[src/rtl/vga_timing_detector.sv]
// vga_timing_detector: recovers line/frame timing from a raw hsync/vsync/RGB
// stream, locks after LOCK_FRAMES consecutive frames with the expected totals,
// then emits data-enable, active-pixel coordinates and pixel data.
module vga_timing_detector #(
    parameter int VIDEO_WIDTH = 3,
    parameter int TOTAL_COLS  = 800,
    parameter int TOTAL_ROWS  = 525,
    parameter int ACTIVE_COLS = 640,
    parameter int ACTIVE_ROWS = 480,
    parameter int H_START     = 144,
    parameter int V_START     = 35,
    parameter int SYNC_POL    = 0,
    parameter int LOCK_FRAMES = 2,
    parameter int CNT_W       = 12
) (
    input  logic                   i_clk,
    input  logic                   i_rst_n,
    input  logic                   i_hsync,
    input  logic                   i_vsync,
    input  logic [VIDEO_WIDTH-1:0] i_red,
    input  logic [VIDEO_WIDTH-1:0] i_green,
    input  logic [VIDEO_WIDTH-1:0] i_blue,
    output logic                   o_locked,
    output logic                   o_de,
    output logic [CNT_W-1:0]       o_x,
    output logic [CNT_W-1:0]       o_y,
    output logic [VIDEO_WIDTH-1:0] o_red,
    output logic [VIDEO_WIDTH-1:0] o_green,
    output logic [VIDEO_WIDTH-1:0] o_blue,
    output logic [CNT_W-1:0]       o_line_len,
    output logic [CNT_W-1:0]       o_frame_lines,
    output logic                   o_err
);

    localparam logic             POL    = (SYNC_POL != 0);
    localparam logic [CNT_W-1:0] CNT_MAX = '1;
    localparam logic [CNT_W-1:0] TOT_C  = CNT_W'(TOTAL_COLS);
    localparam logic [CNT_W-1:0] TOT_R  = CNT_W'(TOTAL_ROWS);
    localparam logic [CNT_W-1:0] H_LO   = CNT_W'(H_START);
    localparam logic [CNT_W-1:0] H_HI   = CNT_W'(H_START + ACTIVE_COLS);
    localparam logic [CNT_W-1:0] V_LO   = CNT_W'(V_START);
    localparam logic [CNT_W-1:0] V_HI   = CNT_W'(V_START + ACTIVE_ROWS);
    localparam logic [7:0]       LOCK_N = 8'(LOCK_FRAMES);

    typedef enum logic [1:0] {
        SEARCH  = 2'd0,
        MEASURE = 2'd1,
        LOCKED  = 2'd2
    } state_t;

    state_t state, state_nxt;
    logic [7:0] good_cnt, good_nxt;
    logic       err_nxt;

    logic s1_h, s2_h, s3_h, s1_v, s2_v, s3_v;
    logic [VIDEO_WIDTH-1:0] s1_r, s1_g, s1_b, s2_r, s2_g, s2_b;

    logic [CNT_W-1:0] h_cnt, v_cnt, h_len, v_len, h_pos, v_pos;
    logic frame_pend, line_bad;
    logic h_edge, v_edge, frame_start, line_err, timeout, frame_good, de_nxt;

    // Two-stage input registers plus a third sync stage for edge detection
    always_ff @(posedge i_clk or negedge i_rst_n) begin
        if (!i_rst_n) begin
            s1_h <= 1'b0; s2_h <= 1'b0; s3_h <= 1'b0;
            s1_v <= 1'b0; s2_v <= 1'b0; s3_v <= 1'b0;
            s1_r <= '0; s1_g <= '0; s1_b <= '0;
            s2_r <= '0; s2_g <= '0; s2_b <= '0;
        end else begin
            s1_h <= i_hsync; s2_h <= s1_h; s3_h <= s2_h;
            s1_v <= i_vsync; s2_v <= s1_v; s3_v <= s2_v;
            s1_r <= i_red;   s2_r <= s1_r;
            s1_g <= i_green; s2_g <= s1_g;
            s1_b <= i_blue;  s2_b <= s1_b;
        end
    end

    // Edge strobes, line/frame checks and the position of the pixel now in s2
    always_comb begin
        h_edge      = (s2_h == POL) && (s3_h != POL);
        v_edge      = (s2_v == POL) && (s3_v != POL);
        frame_start = h_edge && (frame_pend || v_edge);
        h_len       = h_cnt + 1'b1;
        v_len       = v_cnt + 1'b1;
        line_err    = h_edge && (h_len != TOT_C);
        timeout     = (h_cnt == CNT_MAX);
        // A short/long line on the frame-start edge belongs to the ending frame
        frame_good  = (v_len == TOT_R) && !line_bad && !line_err;
        h_pos       = h_edge ? '0 : (timeout ? h_cnt : h_len);
        v_pos       = v_cnt;
        if (frame_start) begin
            v_pos = '0;
        end else if (h_edge && (v_cnt != CNT_MAX)) begin
            v_pos = v_len;
        end
    end

    // Horizontal/vertical counters and the measured line/frame totals
    always_ff @(posedge i_clk or negedge i_rst_n) begin
        if (!i_rst_n) begin
            h_cnt         <= '0;
            v_cnt         <= '0;
            frame_pend    <= 1'b0;
            line_bad      <= 1'b0;
            o_line_len    <= '0;
            o_frame_lines <= '0;
        end else begin
            h_cnt <= h_pos;
            v_cnt <= v_pos;
            if (h_edge) begin
                o_line_len <= h_len;
            end
            if (frame_start) begin
                o_frame_lines <= v_len;
                frame_pend    <= 1'b0;
                line_bad      <= 1'b0;
            end else begin
                if (v_edge) begin
                    frame_pend <= 1'b1;
                end
                if (line_err) begin
                    line_bad <= 1'b1;
                end
            end
        end
    end

    // Lock FSM state register
    always_ff @(posedge i_clk or negedge i_rst_n) begin
        if (!i_rst_n) begin
            state    <= SEARCH;
            good_cnt <= '0;
        end else begin
            state    <= state_nxt;
            good_cnt <= good_nxt;
        end
    end

    // Lock FSM next state; lock-loss takes priority over a frame start
    always_comb begin
        state_nxt = state;
        good_nxt  = good_cnt;
        err_nxt   = 1'b0;
        case (state)
            SEARCH: begin
                if (frame_start && !timeout) begin
                    state_nxt = MEASURE;
                    good_nxt  = '0;
                end
            end
            MEASURE: begin
                if (timeout) begin
                    state_nxt = SEARCH;
                    good_nxt  = '0;
                end else if (frame_start) begin
                    if (frame_good) begin
                        good_nxt = good_cnt + 8'd1;
                        if (good_cnt + 8'd1 >= LOCK_N) begin
                            state_nxt = LOCKED;
                        end
                    end else begin
                        good_nxt = '0;
                    end
                end
            end
            LOCKED: begin
                if (line_err || timeout || (frame_start && !frame_good)) begin
                    state_nxt = SEARCH;
                    good_nxt  = '0;
                    err_nxt   = 1'b1;
                end
            end
            default: begin
                state_nxt = SEARCH;
                good_nxt  = '0;
            end
        endcase
    end

    assign o_locked = (state == LOCKED);

    // Active-window decode for the pixel leaving s2
    always_comb begin
        de_nxt = (state_nxt == LOCKED) &&
                 (h_pos >= H_LO) && (h_pos < H_HI) &&
                 (v_pos >= V_LO) && (v_pos < V_HI);
    end

    // Registered pixel outputs, zeroed outside the active window
    always_ff @(posedge i_clk or negedge i_rst_n) begin
        if (!i_rst_n) begin
            o_de    <= 1'b0;
            o_x     <= '0;
            o_y     <= '0;
            o_red   <= '0;
            o_green <= '0;
            o_blue  <= '0;
            o_err   <= 1'b0;
        end else begin
            o_de    <= de_nxt;
            o_x     <= de_nxt ? (h_pos - H_LO) : '0;
            o_y     <= de_nxt ? (v_pos - V_LO) : '0;
            o_red   <= de_nxt ? s2_r : '0;
            o_green <= de_nxt ? s2_g : '0;
            o_blue  <= de_nxt ? s2_b : '0;
            o_err   <= err_nxt;
        end
    end

endmodule

[config.mk]
export PLATFORM = sky130hd
export DESIGN_NAME = vga_timing_detector
export DESIGN_NICKNAME = d
export VERILOG_FILES = /design/src/rtl/vga_timing_detector.sv
export SDC_FILE = /design/constraint.sdc
export NUM_CORES = 1
export LEC_CHECK = 0
export ABC_AREA = 1
export CORE_MARGIN = 1
export CORE_UTILIZATION = 50
export DETAILED_ROUTE_END_ITERATION = 12
export DONT_BUFFER_PORTS = 1
export GPL_TIMING_DRIVEN = 0
export HOLD_SLACK_MARGIN = 0.08
export MAX_ROUTING_LAYER = met4
export PLACE_DENSITY = 0.65
export SLEW_MARGIN = 20
export SYNTH_ARGS = -nofsm -noshare
export SYNTH_HDL_FRONTEND = slang
export SYNTH_SLANG_ARGS = --single-unit
export TNS_END_PERCENT = 20
[constraint.sdc]
create_clock -name i_clk -period 3.2 [get_ports i_clk]
set_input_delay 0.16 -clock i_clk [delete_from_list [all_inputs] [get_ports i_clk]]
set_output_delay 0.16 -clock i_clk [all_outputs]
set_load 0.005 [all_outputs]
## Yosys cells after proc, flatten, opt, wreduce, memory -nomap -nowiden

Cells that the tools add are included.

| storage, ports and cells | value |
|---|---|
| bits in registers | 119 |
| output and inout bits | 60 |

| cells by class | value |
|---|---|
| order comparisons | 5 |
| eq/ne operators | 10 |
| reduce and logical (&&, ||, !) cells | 24 |
| bitwise operators | 2 |
| multiplexer cells | 28 |
| add/sub/neg operators | 5 |

Operators with widths:

| kind | number |
|---|---|
| 12-bit 2-to-1 mux | 6 |
| 8-bit 2-to-1 mux | 5 |
| 12-bit by 1-bit adder with 12-bit output, second input constant | 2 |
| 12-bit by 10-bit < comparator with 1-bit output, second input constant | 2 |
| 8-bit case mux with 3 select lines | 1 |
| 1-bit logical AND | 13 |
| 12-bit by 10-bit == test with 1-bit output, second input constant | 1 |
| 12-bit == test, second input constant | 1 |
| 12-bit by 6-bit greater-or-equal comparator with 1-bit output, second input constant | 1 |
| 12-bit by 8-bit greater-or-equal comparator with 1-bit output, second input constant | 1 |
| 2-bit 2-to-1 mux | 6 |
| 12-bit by 10-bit inequality test with 1-bit output, second input constant | 1 |
| 12-bit inequality test, second input constant | 1 |
| 12-bit by 6-bit subtractor with 12-bit output, second input constant | 1 |
| 12-bit by 8-bit subtractor with 12-bit output, second input constant | 1 |
| 3-bit 2-to-1 mux | 3 |
| 8-bit by 1-bit adder with 8-bit output, second input constant | 1 |
| 8-bit by 2-bit greater-or-equal comparator with 1-bit output, second input constant | 1 |
| 1-bit 2-to-1 mux | 6 |
| 2-bit case mux with 3 select lines | 1 |
| 2-bit == test, second input constant | 2 |
| 1-bit logical NOT | 4 |
| 2-bit nonzero test | 2 |
| 1-bit logical OR | 3 |
| 7 further kinds | 8 |

## Longest topological paths before layout

| depth | value |
|---|---|
| depth in word-level cells | 16 |
| mapped depth | 19 |

## Worst setup path after synthesis

OpenSTA, ideal clock, no wires.

| path | value |
|---|---|
| kind | register -> register |
| from | register h_cnt[1] |
| to | register o_x[4] |
| period minus slack after synthesis | 2.703 ns |
| required time | 3.131 ns |
| stages on the path, launching flop included | 19 |
| data arrival time | 2.634 ns |
| slack | 0.497 ns |
| cells stage by stage | dfrtp_1 -> ha_1 -> nand2_2 -> nor2_4 -> nand3_2 -> buf_6 -> a21oi_1 -> inv_1 -> ha_1 -> nand2_1 -> nand2_1 -> nand3_2 -> nor2_1 -> nor2_1 -> nand2_1 -> nor2_1 -> nand3_2 -> buf_6 -> nor2_2 |

RTL lines:

| element | line | source |
|---|---|---|
| from (decl) | 58 | `logic [CNT_W-1:0] h_cnt, v_cnt, h_len, v_len, h_pos, v_pos;` |
| from (signal assigned) | 108 | `h_cnt <= h_pos;` |
| 12-bit by 1-bit adder with 12-bit output / 12-bit == test (equally long branches) | 83, 86 |  |
| 12-bit 2-to-1 mux (*) (2 in a row) | 89 | `h_pos = h_edge ? '0 : (timeout ? h_cnt : h_len);` |
| net h_pos[4] | 58 |  |
| 12-bit by 8-bit greater-or-equal comparator with 1-bit output | 185 | `(h_pos >= H_LO) && (h_pos < H_HI) &&` |
| 1-bit logical AND | 184 | `de_nxt = (state_nxt == LOCKED) &&` |
| 1-bit logical AND (2 in a row) | 185 |  |
| 1-bit logical AND | 186 | `(v_pos >= V_LO) && (v_pos < V_HI);` |
| 12-bit 2-to-1 mux (*) | 201 | `o_x <= de_nxt ? (h_pos - H_LO) : '0;` |
| to (signal assigned) | 201 |  |
| to (decl) | 25 | `output logic [CNT_W-1:0] o_x,` |

Mark *: on every way through the listed nets, which the timed path passes. The rest lies on a longest branch.
A chain may end at the register's enable or synchronous reset.

## Worst setup path after layout

| path | value |
|---|---|
| from | register s2_h |
| to | register o_x[11] |

RTL lines:

| element | line | source |
|---|---|---|
| from (decl) | 55 | `logic s1_h, s2_h, s3_h, s1_v, s2_v, s3_v;` |
| from (signal assigned) | 70 | `s1_h <= i_hsync; s2_h <= s1_h; s3_h <= s2_h;` |
| 1-bit NOT (*) | 80 | `h_edge = (s2_h == POL) && (s3_h != POL);` |
| 1-bit logical AND (*) | 80 |  |
| 1-bit logical AND | 93 | `end else if (h_edge && (v_cnt != CNT_MAX)) begin` |
| 12-bit 2-to-1 mux | 93 |  |
| 12-bit 2-to-1 mux (*) | 91 | `if (frame_start) begin` |
| net v_pos[0] | 58 |  |
| 12-bit by 6-bit greater-or-equal comparator with 1-bit output | 186 |  |
| 1-bit logical AND | 185 |  |
| 1-bit logical AND (*) | 186 |  |
| 12-bit 2-to-1 mux (*) | 201 |  |

Marked as above.

==> out/metrics.cfg <==
[outcome]
outcome=complete, no violations

[critical_path]
cpMostUsedCell=nand2_1
max_stage_delay_ns=0.40
crit_buf_inv=5
slowest_stage=dfrtp_1
critPathRequiredTime_ns=3.66
path_max_fanout=10
worstPathArrival_ns=3.40
crit_path_cell_trace=nor2_4, inv_4, a21oi_4, inv_4, buf_6, o21ai_1, a21oi_2, ha_1, inv_1, nand3_2, nor2_1, nand2_1, nand2_1, nand2_1, nor2_1, nand3_2, buf_6, nor2_2
crit_family=simple AND/OR/NAND/NOR gates
crit_path_start_kind=flip-flop
worst_setup_path_end_kind=flip-flop
crit_type=flip-flop to flip-flop

[floorplanning]
initial_utilization_pct=51.5
core_area_um2=10900
ios=73
die_w_um=108
dieArea_um2=11600
row_count=38
die_y_um=108

[final_layout]
fin_area_um2=6550
nets=710
antenna_cells=0
register_area_um2=2980
nFillCells=924
drive_gt1_share_pct=16.0
multi_input_area_um2=2240
area_delta_synth_final_pct=16.8

[pwr]
p_leak_uw=0.00333
peakVddDrop_uv=517
p_per_area_nw_per_um2=652
power_uw=4270

[yosys]
synth_commonest_cells=nand2_1, dfrtp_1, inv_1, nor2_1, nand3_1
synth.largest_area_cell=dfrtp_1
synthesis.instances=654
avgSynthCellArea_um2=8.57
ys_warn_count=0
synthMostInstantiatedCell=nand2_1
synthTopCellsByArea=dfrtp_1, nand2_1, inv_1
seq_area_frac_synth_pct=53.1
synth_cell_type_count=30
synth-seq-cells=119
synthFlopType=dfrtp_1
syn-cell-area_um2=5610
syn_nets=675
ys_async_sr_fraction_pct=100
synth_edf_count=0
synth_top_area_share_pct=53.1

[global_routing]
grt_max_degree=120
grt-ovfl-total=0
antenna_found_initial=0
grt_pass1_vias=4194
track_usage_pct=23.8
grt_pass1_wl_um=20000

[timing]
fin_hold_ws_ns=0.173
fin_crit_ns=2.94
hold_viol_final=0
fin_setup_tns_ns=0
setup_viol=0
skew_ns=0.00887
maxSlewHeadroom_pct=61.2
worst_pin_slew_ns=0.582
finalCritPeriodShare_pct=91.9
finalMaxSlewViolations=0
fmax_mhz=340

[route]
drt_iter0_drc=284
vias=4250
drtPass1Iterations=4
post_drt_via_cell_ratio=5.05
ant_nets=0
post_drt_wl_per_cell_um=14.2
drc=0
wl_um=11900

[clock_network]
clkSlewWorstSetupHoldPaths_ns=0.06
clock_sinks=119
clock_latency_ns=0.54
cts_tree=yes
h-tree-depth=4
numCtsBuffers=17
cts_max_path_buffers=2
clockRootBuffer=clkbuf_8

[place]
placed_area_um2=5780
dp_hpwl_um=8290
io_buffers=0
gp_congestion=0.903

[hold_path]
hp-class=input port to flip-flop

[flow_run]
drv_cap=0

registers in the layout, summed over array words and instances, names as in the netlist, 3 cells and up:
signal,flops
o_green,3
v_cnt,12
s2_b,3
o_line_len,12
s1_r,3
s1_g,3
o_red,3
s2_r,3
h_cnt,12
o_blue,3
o_frame_lines,12
s2_g,3
good_cnt,8
s1_b,3
o_y,12
o_x,12
power by group:
group          switching [uW]  internal (uW)  leakage, uW  total [uW]
combinational             493            246      0.00154         739
sequential                137           1660      0.00154        1800
clock                     702           1030     0.000260        1730
total                    1330           2940      0.00333        4270
timing repair:
action,4_1_cts,5_1_grt
resized for setup,1,10
setup endpoints to repair,30,33
buffers inserted,0,3
hold buffers,13,0
hold endpoints to repair,130,0
path summary, 6_finish.rpt:
| check | startpoint | end | slack, ns | cells past startpoint |
|---|---|---|---|---|
| max | s2_h$_DFF_PN0_ | o_x[11]$_DFF_PN0_ | 0.26 | 18 |
| min | i_red[0] | s1_r[0]$_DFF_PN0_ | 0.17 | 1 |
| max reg2reg | s2_h$_DFF_PN0_ | o_x[11]$_DFF_PN0_ | 0.26 | 18 |
| min reg2reg | s1_h$_DFF_PN0_ | s2_h$_DFF_PN0_ | 0.35 | 0 |
| max in group asynchronous | i_rst_n | h_cnt[0]$_DFF_PN0_ | 2.49 | 2 |
| min in group asynchronous | i_rst_n | o_y[0]$_DFF_PN0_ | 0.22 | 2 |
layout by cell type, fill, tap and decap left out, types with 5 or more instances in the layout:
master,netlist,final
inv_1,84,84
buf_6,5,5
nand4_1,7,7
o21ai_0,34,33
nor2_1,64,63
xor2_1,20,20
a21oi_1,11,8
dlygate4sd3_1,0,12
nor2_2,33,34
clkinv_4,0,5
dfrtp_1,119,118
nand3_1,39,39
nand3_2,10,9
nor3_1,5,5
nand2_1,177,177
nor2_4,5,5
clkbuf_1,6,6
clkbuf_16,0,16
ha_1,8,7
nand2_2,6,5
metrics by stage:
step,instances,setup slack [ns],util (%)
after global placement,794,-0.131,53.1
after detailed placement,794,-0.146,53.1
after floorplan,654,0.497,-
after global routing,842,-0.0196,60.1
after CTS,839,0.00176,59.5
final,842,0.259,60.1
per-layer routing:
layer	up-vias	track usage [%]	share of wire, %
met5	-	-	0
met4	0	11.6	2.4
met3	25	8.41	5.6
met2	105	34.9	47
met1	2025	29.1	45
li1	2095	-	-
cell families after synthesis:
logic type               after synthesis  synth area share, %
XOR/XNOR                              22                 3.44
other                                  1               0.0669
flip-flops                           119                 53.1
AND/OR/NAND/NOR                      350                 28.6
buffers and inverters                101                 7.74
adder cells (fa/ha/maj)                8                 1.79
AO/OA/AOI/OAI                         53                 5.22
final cells by class:
type	instances	area share, %
Buffer	13	1.51
Clock buffer	17	6.33
Clock inverter	15	2.03
Inverter	88	5.12
Multi-Input combinational cell	434	34.2
Sequential cell	119	45.5
Tap cell	140	2.68
Timing Repair Buffer	16	2.60
Power figures use the tool's default switching activity.
